--- src/rtl/alu_pkg.sv ---
// alu_pkg: shared constants for the 64-bit ALU multiply/divide datapath.
package alu_pkg;
    localparam int ALU_W     = 64;
    localparam int C1_LOAD_Q = 1;
    localparam int C4_SHIFT  = 4;
    localparam int C6_OUT_Q  = 6;
endpackage

--- src/rtl/reg_q_shift_reg_cell.sv ---
// shift_reg_cell: one Q bit with sync active-low reset and load > shift > hold priority.
module shift_reg_cell (
    input  logic clk,
    input  logic rst_b,
    input  logic i_load,
    input  logic i_shift,
    input  logic i_d,
    input  logic i_s,
    output logic o_q
);
    logic r_q;
    always_ff @(posedge clk)
        if (!rst_b) r_q <= 1'b0;
        else if (i_load) r_q <= i_d;
        else if (i_shift) r_q <= i_s;
    assign o_q = r_q;
endmodule

--- src/rtl/reg_q.sv ---
// reg_q: Q register (multiplier/quotient) with A->Q right shift and bus driver.
// Define REG_Q_TRISTATE_EN to float outbus when c6 is low instead of driving zeros.
module reg_q
    import alu_pkg::*;
#(
    parameter int w = ALU_W
) (
    input  logic         clk,
    input  logic         rst_b,
    input  logic         c1,
    input  logic         c4,
    input  logic         c6,
    input  logic [w-1:0] inbus,
    input  logic         A_lsb,
    output logic         Q_lsb,
    output logic [w-1:0] outbus
);
    logic [w-1:0] w_q;
    logic [w-1:0] w_ser;
    // Each bit's serial input is its left neighbour; the top bit takes A's LSB.
    assign w_ser = {A_lsb, w_q[w-1:1]};
    for (genvar g = 0; g < w; g++) begin : g_cell
        shift_reg_cell u_cell (
            .clk    (clk),
            .rst_b  (rst_b),
            .i_load (c1),
            .i_shift(c4),
            .i_d    (inbus[g]),
            .i_s    (w_ser[g]),
            .o_q    (w_q[g])
        );
    end
    assign Q_lsb = w_q[0];
`ifdef REG_Q_TRISTATE_EN
    assign outbus = c6 ? w_q : 'z;
`else
    assign outbus = c6 ? w_q : '0;
`endif
endmodule

--- config.mk ---
export PLATFORM = sky130hd
export DESIGN_NAME = reg_q
export DESIGN_NICKNAME = d
export VERILOG_FILES = /design/src/rtl/alu_pkg.sv /design/src/rtl/reg_q_shift_reg_cell.sv /design/src/rtl/reg_q.sv
export SDC_FILE = /design/constraint.sdc
export NUM_CORES = 1
export LEC_CHECK = 0
export ABC_CLOCK_PERIOD_IN_PS = 800
export CAP_MARGIN = 20
export CORE_MARGIN = 5
export CORE_UTILIZATION = 40
export CTS_BUF_LIST = sky130_fd_sc_hd__clkbuf_16
export CTS_CLUSTER_DIAMETER = 40
export DETAILED_ROUTE_END_ITERATION = 12
export GPL_ROUTABILITY_DRIVEN = 0
export PLACE_DENSITY_LB_ADDON = 0.15
export SLEW_MARGIN = 40
export SYNTH_ARGS = -nofsm -noshare
export SYNTH_HDL_FRONTEND = slang
export SYNTH_HIERARCHICAL = 1
export SYNTH_SLANG_ARGS = --single-unit
--- constraint.sdc ---
create_clock -name clk -period 0.8 [get_ports clk]
set_input_delay 0.16 -clock clk [delete_from_list [all_inputs] [get_ports clk]]
set_output_delay 0.16 -clock clk [all_outputs]
set_load 0.01 [all_outputs]
==> impl_results.md <==
- Worst hold path type: in2reg
- MaxCap Viol Count: 0
- Average size of a mapped cell: approximately 11 um2
- Number of vias after detailed routing: around 3.3k
- Leading cell type in the layout, fill and taps excluded: sky130_fd_sc_hd__buf_6
- Final hold slack: about 250 ps
- Std-Cell Core Area: a little under 9000 um2
- Worst reg-to-reg path cell count: 3
- Hold violation count in the final report: 0
- Ys Warns: 6
- Timing-limited maximum frequency: 926 MHz
- Met3 wire len: ~540 um
- Power Density: 1570 nW/um2
- Wire length of the first global-routing pass: 17900 um
- Area of combinational cells with multiple inputs: between 2000 and 3000 um2
- Post-synthesis share of cell area spent on full adders, half adders and majority gates: 0
- Final WL: between 10000 and 15000 um
- Antenna violations before repair: 0
- Largest voltage drop on the vdd net: between 900 and 1000 uV
- Max-slew violation count: 0
- Average wire per cell in the routed design: around 16 um
- Final non-filler cell total: approximately 660
- Slowest stage cell, crit path: sky130_fd_sc_hd__dfxtp_2
- Leak: approximately 3.5 nW
- Clock latency reported for the late side of the worst-skew pair: roughly 320 ps
- Flip-flop count of the largest register, all copies and words added: 64
- Pre-CTS worst setup slack: -544 ps
- Worst setup path endpoint: outbus[41]
- Synthesized-area fraction occupied by xor and xnor cells: 0
- Longest Clk Path Bufs: 2
- Maximum level of the CTS H-tree: 3
- Fin nets: 614
- Proportion of synthesized area in mux cells: 0.203
- Critical R2R Capture: g_cell[31].u_cell/o_q
- Total area of sequential cells: approximately 1400 um2
- TNS Setup: -29850 ps
- Worst rel slew slack: 0.818
- Mapped cell area: between 3000 and 4000 um2
- Largest clock skew in the final design: roughly 2.8 ps
- Post-layout worst setup margin: -279 ps
- Leading cell types in the layout, fill and taps excluded: sky130_fd_sc_hd__buf_6 (130), sky130_fd_sc_hd__clkdlybuf4s50_1 (65)
- Period utilization: 1.35
- M1 WL: between 4000 and 5000 um
- Area growth syn-to-layout: 88.3%
- Antenna cell count: 0
- Data required time at the worst endpoint: 640 ps
- TritonCTS sink count: 64
- Logic depth of the worst path, buffers included: 2
- Combinational family with the most area after synthesis: simple AND/OR/NAND/NOR gates
- Flop and latch count out of synthesis: 64
- Data arrival time of the critical path: ~920 ps
- Cell count after synthesis: ~330
- Beginning of the critical path: g_cell[41].u_cell/o_q
- Slack of the worst reg-to-reg path: -240 ps
- Full die area: 10900 um2
- GR Util All Layers: 0.197
- Worst Max-Slew Pin Slew: approximately 270 ps
- Root buffer cell: sky130_fd_sc_hd__clkbuf_16
- Clock Pin Slew Worst Setup and Hold Paths: 50 ps
- Die outline height: 104 um
- Count of different cell masters after synthesis: 6
- Cells along the critical path: and2_4 > buf_6
- Start of the worst register-to-register path: g_cell[31].u_cell/o_q
- Failing checks: negative setup slack
- Final min period: roughly 1100 ps
- Starting density of the core: 0.409
- Die X: approximately 100 um
- # hold bufs at CTS: 0
- Number of standard-cell rows in the floorplan: 34
- Clock tree from TritonCTS: done
- Startpoint type of the worst setup path: flip-flop
- Maximum fanout along the worst path: 2
- Via count of the first global-routing pass: about 3.5k
- Critical path class: reg2out
- Crit-path leading delay family: flip-flops
- DP HPWL: roughly 7000 um
- Remaining antenna violation count after routing: 0
- Simple-gate share of the synthesized area: 0.248
- Sequential area share after synthesis: 0.361
- Num CTS Buffers: 9
- Port bufs: 134
- Number of nets in the synthesized netlist: between 300 and 400
- Total instance count after detailed placement: 637
- Top routing layer in use: met4
- Detailed Route Iter0 Violations: around 110
- FILL cells: between 500 and 600
- Count of buffering cells on the critical path with inverters included: 1
- # IOs: approximately 140
- Vias per cell: just over 5
- Element type at the critical path end: primary output
- Detailed-router iteration count before antenna repair: 4
- Total DRC errors in the routed layout: 0
- Maximum cell stage delay along the critical path: approximately 330 ps
- Share of the synthesized area in compound gates (AO/OA/AOI/OAI): 0.180
- Met2 Wirelength: 5240 um
- Ratio of cells with drive above 1 in the final layout: 0.642
- Run status: finished with violations
- Final setup violation count: ~130
- Unrepaired setup endpoints after global routing: yes
- Pin count of the biggest net entering global routing: 47
- GR Overflow Total: 0
[cell usage after synthesis]
| cell type | instances | area, um2 |
|---|---|---|
| sky130_fd_sc_hd__o211a_1 | 64 | 641 |
| sky130_fd_sc_hd__dfxtp_1 | 64 | 1280 |
| sky130_fd_sc_hd__and2_2 | 64 | 480 |
| sky130_fd_sc_hd__clkbuf_2 | 6 | 30.0 |
| sky130_fd_sc_hd__mux2_1 | 64 | 721 |
| sky130_fd_sc_hd__nand2b_1 | 64 | 400 |
[kinds of logic after synthesis]
logic type	count (synthesis)
mux	64
simple gates	128
buf+inv	6
compound gates	64
flops	64
[report_power, final]
part,switching (mW),internal (mW),leakage (nW)
sequential,0.190,3.49,0.551
clock,1.32,2.67,0.152
combinational,0.892,1.93,2.83
[what timing repair did]
item | CTS | global route
pin swaps | 1 | 0
gates cloned | 0 | 0
setup endpoints to repair | 129 | 129
resized for setup | 508 | 9
setup buffers | 3 | 1
[per-layer routing]
layer | up-vias | track usage
met3 | 14 | 0.0453
met4 | 0 | 0.0657
met2 | 96 | 0.330
met5 | - | 0
li1 | 1617 | -
met1 | 1578 | 0.248
[worst min-delay path by stage]
stage	end	from	depth (start not counted)	slack, ps
finish	g_cell[26].u_cell/o_q	c1	2	250
floorplan	g_cell[0].u_cell/o_q	rst_b	1	290
global route	g_cell[26].u_cell/o_q	c1	2	250
global placement	g_cell[26].u_cell/o_q	c1	2	570
detailed placement	g_cell[26].u_cell/o_q	c1	2	570
CTS	g_cell[26].u_cell/o_q	c1	2	240
[stage by stage]
| stage | cell area, um2 | util | total power [mW] |
|---|---|---|---|
| floorplan | 3790 | - | 4.67 |
| global placement | 5880 | 0.677 | 6.05 |
| detailed placement | 5880 | 0.677 | 6.09 |
| CTS | 6660 | 0.767 | 10.5 |
| global route | 6690 | 0.771 | 10.9 |
| finish | 6690 | 0.771 | 10.5 |
[final cells by class]
| cell class | instances | area share |
|---|---|---|
| multi-input cells | 256 | 0.383 |
| repair buffers | 213 | 0.348 |
| clock inverters | 6 | 0.0114 |
| flip-flops and latches | 64 | 0.203 |
| well taps | 108 | 0.0202 |
| clock buffers | 9 | 0.0337 |
Note: power is estimated with default switching activity, not from simulation.
